--- config.mk ---
export PLATFORM = sky130hd
export DESIGN_NAME = lsu_v1
export DESIGN_NICKNAME = d
export VERILOG_FILES = /design/src/rtl/lsu_v1.sv
export SDC_FILE = /design/constraint.sdc
export NUM_CORES = 1
export LEC_CHECK = 0
export CAP_MARGIN = 20
export CORE_ASPECT_RATIO = 0.7
export CORE_UTILIZATION = 30
export CTS_CLUSTER_SIZE = 16
export DETAILED_ROUTE_END_ITERATION = 10
export GPL_ROUTABILITY_DRIVEN = 1
export PLACE_DENSITY = 0.56
export SLEW_MARGIN = 30
export SYNTH_ARGS = -nofsm -noshare
export SYNTH_HDL_FRONTEND = slang
export SYNTH_SLANG_ARGS = --single-unit
--- constraint.sdc ---
create_clock -name clk -period 2.7 [get_ports clk]
set_input_delay 0.54 -clock clk [delete_from_list [all_inputs] [get_ports clk]]
set_output_delay 0.54 -clock clk [all_outputs]
set_load 0.01 [all_outputs]
--- src/rtl/lsu_v1.sv ---
// Load/store unit between the execute stage and a word-wide memory unit.
// Handles lane extraction/extension on loads, read-modify-write for sub-word stores, and access faults.
`timescale 1ns/1ps
module lsu_v1 #(
  parameter int unsigned READ_LATENCY = 1,
  parameter logic [3:0]  MMIO_NIBBLE  = 4'hE
) (
  input  logic        clk,
  input  logic        rst,
  input  logic        req_valid,
  output logic        req_ready,
  input  logic        req_we,
  input  logic [2:0]  req_funct3,
  input  logic [31:0] req_addr,
  input  logic [31:0] req_wdata,
  output logic        resp_valid,
  output logic [31:0] resp_rdata,
  output logic        resp_error,
  output logic [31:0] mem_addr,
  output logic [31:0] mem_wdata,
  output logic        mem_we,
  input  logic [31:0] mem_rdata
);

  typedef enum logic [2:0] {IDLE, ERR, RD, WR, RESP} state_t;

  state_t      state_reg;
  logic [2:0]  cnt_reg;
  logic        we_reg;
  logic [2:0]  funct3_reg;
  logic [31:0] addr_reg;
  logic [31:0] wdata_reg;

  logic        illegal;
  logic        misaligned;
  logic        mmio;
  logic        req_err;
  logic [7:0]  byte_sel;
  logic [15:0] half_sel;
  logic [31:0] load_data;
  logic [31:0] merged_word;

  // Fault classification on the live request, evaluated at accept time.
  always_comb begin
    illegal    = (req_funct3[1:0] == 2'b11) || (req_funct3[2] && (req_we || req_funct3[1]));
    misaligned = ((req_funct3[1:0] == 2'b01) && req_addr[0]) ||
                 ((req_funct3[1:0] == 2'b10) && (req_addr[1:0] != 2'b00));
    mmio       = (req_addr[31:28] >= MMIO_NIBBLE);
    req_err    = illegal || misaligned || (mmio && (req_funct3[1:0] != 2'b10));
  end

  always_comb begin
    byte_sel = mem_rdata[{addr_reg[1:0], 3'b000} +: 8];
    half_sel = addr_reg[1] ? mem_rdata[31:16] : mem_rdata[15:0];
    case (funct3_reg[1:0])
      2'b00:   load_data = {{24{byte_sel[7] & ~funct3_reg[2]}}, byte_sel};
      2'b01:   load_data = {{16{half_sel[15] & ~funct3_reg[2]}}, half_sel};
      default: load_data = mem_rdata;
    endcase
  end

  // Store merge: only the addressed lanes take new data, the rest keep the word just read.
  genvar gi;
  generate
    for (gi = 0; gi < 4; gi++) begin : g_lane
      localparam logic [1:0] LANE = 2'(gi);
      logic       lane_hit;
      logic [7:0] lane_byte;
      always_comb begin
        case (funct3_reg[1:0])
          2'b00: begin
            lane_hit  = (addr_reg[1:0] == LANE);
            lane_byte = wdata_reg[7:0];
          end
          2'b01: begin
            lane_hit  = (addr_reg[1] == LANE[1]);
            lane_byte = wdata_reg[8*(gi%2) +: 8];
          end
          default: begin
            lane_hit  = 1'b1;
            lane_byte = wdata_reg[8*gi +: 8];
          end
        endcase
      end
      assign merged_word[8*gi +: 8] = lane_hit ? lane_byte : mem_rdata[8*gi +: 8];
    end
  endgenerate

  // Address is only presented while the memory is actually in use.
  assign mem_addr = ((state_reg == RD) || (state_reg == WR)) ? {addr_reg[31:2], 2'b00} : 32'h0;

  always_ff @(posedge clk or negedge rst) begin
    if (!rst) begin
      state_reg  <= IDLE;
      cnt_reg    <= '0;
      we_reg     <= 1'b0;
      funct3_reg <= '0;
      addr_reg   <= '0;
      wdata_reg  <= '0;
      req_ready  <= 1'b0;
      resp_valid <= 1'b0;
      resp_error <= 1'b0;
      resp_rdata <= '0;
      mem_we     <= 1'b0;
      mem_wdata  <= '0;
    end else begin
      resp_valid <= 1'b0;
      resp_error <= 1'b0;
      resp_rdata <= '0;
      mem_we     <= 1'b0;
      mem_wdata  <= '0;
      case (state_reg)
        IDLE: begin
          if (req_valid && req_ready) begin
            we_reg     <= req_we;
            funct3_reg <= req_funct3;
            addr_reg   <= req_addr;
            wdata_reg  <= req_wdata;
            req_ready  <= 1'b0;
            cnt_reg    <= '0;
            if (req_err) begin
              state_reg  <= ERR;
              resp_valid <= 1'b1;
              resp_error <= 1'b1;
            end else if (req_we && (req_funct3[1:0] == 2'b10)) begin
              state_reg <= WR;
              mem_we    <= 1'b1;
              mem_wdata <= req_wdata;
            end else begin
              state_reg <= RD;
            end
          end else begin
            req_ready <= 1'b1;
          end
        end
        RD: begin
          if (cnt_reg == 3'(READ_LATENCY - 1)) begin
            if (we_reg) begin
              state_reg <= WR;
              mem_we    <= 1'b1;
              mem_wdata <= merged_word;
            end else begin
              state_reg  <= RESP;
              resp_valid <= 1'b1;
              resp_rdata <= load_data;
            end
          end else begin
            cnt_reg <= cnt_reg + 3'd1;
          end
        end
        WR: begin
          state_reg  <= RESP;
          resp_valid <= 1'b1;
        end
        RESP, ERR: begin
          state_reg <= IDLE;
          req_ready <= 1'b1;
        end
        default: begin
          state_reg <= IDLE;
          req_ready <= 1'b1;
        end
      endcase
    end
  end

endmodule

# Word-level counts from Yosys, hierarchy flattened
# Cells that the tools add are included.
# totals
output_inout_bits	100
word_cells	101
in_bits	103
register_bits	142
# op_classes
shifts	1
n_lt_le_gt_ge	1
addsub	1
n_bitwise	4
n_eq_ne	13
n_reduce_logical	23
n_mux	46
# op_table
cell	count
$mux W32	9
$pmux W32 S2	2
$mux W8	6
$shiftx A32 B6 Y8	1
$mux W16	1
$pmux W8 S2	1
$mux W3	5
$mux W1	12
$pmux W1 S2	6
$pmux W3 S3	1
$eq A2 B2 Y1 const B	4
$eq A2 B1 Y1 const B	3
$eq A3 B2 Y1 const B	2
$logic_and A1 B1 Y1	6
$logic_not A3 Y1	2
$logic_or A1 B1 Y1	6
$ne A2 B2 Y1 const B	3
$pmux W3 S2	1
$ge A4 B4 Y1 const B	1
$logic_not A2 Y1	2
$reduce_and A2 Y1	2
$reduce_bool A2 Y1	2
$reduce_or A2 Y1	2
$add A3 B1 Y3 const B	1
6 further kinds	8

# Depth between registers and ports, before layout
# depth
depth_word	8
depth_mapped	7
depth_no_buf	6

# Worst setup path before layout
# No wires, ideal clock.
# synth_path
kind	input-to-reg
from	in req_valid
to	reg mem_wdata[0]
setup_ns	0.078
path_slack_ns	1.020
arrival_time_ns	1.602
path_buffers	2
cell_stages	6
cell_sequence	nand2_1 -> or4_1 -> buf_2 -> nor2_4 -> buf_4 -> o2bb2ai_1
# synth_between
elab_chain_cells	3
# synth_lines
element	line_no	source
start, declared	10	input logic req_valid,
$logic_and A1 B1 Y1	114	if (req_valid && req_ready) begin
$mux W32	114	
$pmux W32 S2	112	case (state_reg)
end signal, assigned	128	mem_wdata <= req_wdata;
end signal, assigned	141	mem_wdata <= merged_word;
end, declared	20	output logic [31:0] mem_wdata,
# No other way between the ends.
# A chain may end at the register's enable or synchronous reset.

# Worst setup path after layout
# layout_path
from	reg state_reg[1]
to	out mem_addr[3]
# layout_between
elab_chain_cells	3
# layout_lines
element	line_no	source
start, declared	27	state_t state_reg;
start signal, assigned	94	state_reg <= IDLE;
start signal, assigned	122	state_reg <= ERR;
start signal, assigned	126	state_reg <= WR;
$eq A3 B2 Y1	90	assign mem_addr = ((state_reg == RD) || (state_reg == WR)) ? {addr_reg[31:2], 2'b00} : 32'h0;
$logic_or A1 B1 Y1 *	90	
$mux W32 *	90	
end, declared	19	output logic [31:0] mem_addr,
# Mark *: on every way between the ends. The rest lies on a longest branch, timed or not.

==> results.json <==
{
  "yosysTopAreaCellShare": 0.533,
  "crit_fanout": 20,
  "tns_ns": 0,
  "maxSlewViolCount": 0,
  "n_antenna_cell": 0,
  "intPower_uw": 5740,
  "drtPass1Iterations": 5,
  "antenna_left": 0,
  "syn-cell-area_sq_um": 6670,
  "cts_buffers": 17,
  "clk_pin_slew_worst_paths_ns": 0.06,
  "n_fill_cell": 2121,
  "fp-row-count": 45,
  "worstMarginPinSlew_ns": 0.857,
  "drcViolationCount": 0,
  "postCtsSetupBuffers": 0,
  "synthDistinctLibCells": 56,
  "rsz0062_at_grt": "false",
  "fin_crit_ns": 2.58,
  "synth-edff-count": 0,
  "drtIter0Drc": 552,
  "io_buffer_count": 200,
  "grt_max_degree": 143,
  "gp_congestion": 0.794,
  "grt_usage": 0.200,
  "cts_root_buffer": "clkbuf_16",
  "core_sq_um": 21700,
  "avgSynthCellArea_sq_um": 9.32,
  "vias": 5912,
  "routedWlPerCell_um": 18.4,
  "pwr-share-seq": 0.351,
  "cts_tree": "built",
  "fp.dieH_um": 127,
  "seq_area_sq_um": 3550,
  "hold_path_class": "in -> async",
  "grt-ovfl-total": 0,
  "antenna_found_initial": 1,
  "p_comb_frac": 0.382,
  "start_kind": "flop",
  "ys.flop_type": "dfrtp_1",
  "relSlewSlack": 0.428,
  "power_frac_clock": 0.267,
  "yosysTopAreaCell": "dfrtp_1",
  "vias_per_cell": 4.92,
  "fin_crit_sh": 0.955,
  "critical_path_class": "reg -> out",
  "clock_sinks": 142,
  "switchingPower_uw": 3590,
  "synth-seq-cells": 142,
  "design_area_sq_um": 9620,
  "cap_violations": 0,
  "status": "finished, final reports clean",
  "synthTopCellsByArea": "dfrtp_1 (53%), nand2_1 (12%), a21oi_1 (4.1%)",
  "pin_count": 203,
  "fp.dieW_um": 180,
  "drt-total-wl_um": 22100,
  "grt_first_pass_wirelength_um": 34300,
  "placed_cell_area_sq_um": 9000,
  "cp-end-kind": "output port",
  "arrival_ns": 2.04,
  "hold_violations": 0,
  "skew_ns": 0.00801,
  "drive_above_1_share": 0.0783,
  "ys_top_cells_by_count": "nand2_1 (208), dfrtp_1 (142), a21oi_1 (54), o21ai_0 (37)",
  "crit_required_ns": 2.16,
  "cts_buffer_depth": 2,
  "clk_latency_ns": 0.43,
  "hpwl_um": 15600,
  "vdd_drop_max_mv": 0.483,
  "p_leak_uw": 0.00438,
  "p_per_area_nw_per_um2": 969,
  "dieArea_sq_um": 22800,
  "setup_viol": 0,
  "start_util": 0.307,
  "synth.most_common_cell": "nand2_1",
  "synthToLayoutAreaGrowth_pct": 44.3,
  "yosysWarnings": 0,
  "final_nets": 1011,
  "swShare": 0.385,
  "grt_pass1_vias": 5654,
  "cts_resized": 0,
  "hold_buffers": 0,
  "synthCells": 715,
  "seq_area_frac_synth": 0.533,
  "multiInputGateArea_sq_um": 2780,
  "max_freq_mhz": 388,
  "htreeDepth": 4,
  "synthArstFlopShare": 1.00
}
==> layer usage <==
metal,GRT usage,part of all wire,vias to the layer above
met4,0.0513,0.011,2
li1,-,-,2808
met3,0.0548,0.088,18
met2,0.274,0.41,237
met5,0,0.00059,-
met1,0.304,0.49,2847
==> power groups by stage <==
stage	sequential [uW]	clock, uW	combinational, uW
2_1_floorplan	3110	0	2290
3_3_place_gp	3300	0	3530
3_5_place_dp	3310	0	3560
4_1_cts	3280	2540	3580
5_1_grt	3360	2620	3980
6_report	3280	2490	3560
==> final cells by class <==
type / count / area share
clock buffers: 18 / 0.0456
repair buffers: 220 / 0.229
multi-input cells: 495 / 0.289
inverters: 30 / 0.0117
flip-flops and latches: 142 / 0.369
clock inverters: 14 / 0.0187
well taps: 282 / 0.0367
==> critical path, stage by stage, from the launching register on <==
cell	delay, ns
dfrtp_1	0.46
nor2b_2	0.20
buf_4	0.23
and2_1	0.18
clkdlybuf4s50_1	0.54
==> cell families after synthesis <==
logic type                 count (synthesis)  synth area share
and+or+nand+nor                          294             0.198
AOI/OAI and AO/OA                        178             0.183
DFF                                      142             0.533
buffers and inverters                     79            0.0526
muxes                                     19            0.0291
adders and majority gates                  2           0.00375
other                                      1          0.000563
==> cells in the final DEF, fill, tap and decap left out, types with 3 or more instances in the layout <==
cell type        netlist  layout
a311o_1                5       5
mux2_2                 3       3
bufinv_16              0       3
a22oi_1                8       8
buf_4                  4      16
inv_6                  0       6
nand2b_1              12      12
buf_12                 0       4
a211oi_1              13      13
nor2b_1                9       8
nor2_1                14      14
o2bb2ai_1             23      23
o21ai_0               37      37
mux2i_1               16      16
a21oi_1               54      54
a221o_1                8       8
nand3_1                8       8
clkbuf_16              0      17
nand2_1              208     208
clkdlybuf4s50_1        0     199
dfrtp_1              142     141
inv_1                 30      30
and2_1                30      30
a311oi_1               8       8
==> metrics by stage <==
stage	hold slack (ns)	instances	setup WS [ns]	utilization	power, uW
floorplan	0.244	716	1.02	-	5400
global placement	0.449	1169	0.287	0.414	6830
detailed placement	0.454	1169	0.264	0.414	6870
CTS	0.266	1201	0.0805	0.443	9390
global route	0.310	1201	0.00387	0.443	9960
finish	0.239	1201	0.122	0.443	9330
==> path summary, 6_finish.rpt <==
path                       cells after the start  slack (ns)        endpoint     startpoint
max                                            4        0.12     mem_addr[3]   state_reg[1]
min                                            2        0.24  resp_rdata[14]            rst
max reg2reg                                    4        0.65   mem_wdata[15]  funct3_reg[0]
min reg2reg                                    2        0.46     addr_reg[3]    addr_reg[3]
max in group asynchronous                      2        1.87   funct3_reg[1]            rst
min in group clk                               2        0.46     addr_reg[3]    addr_reg[3]
(Power assumes the default switching activity.)
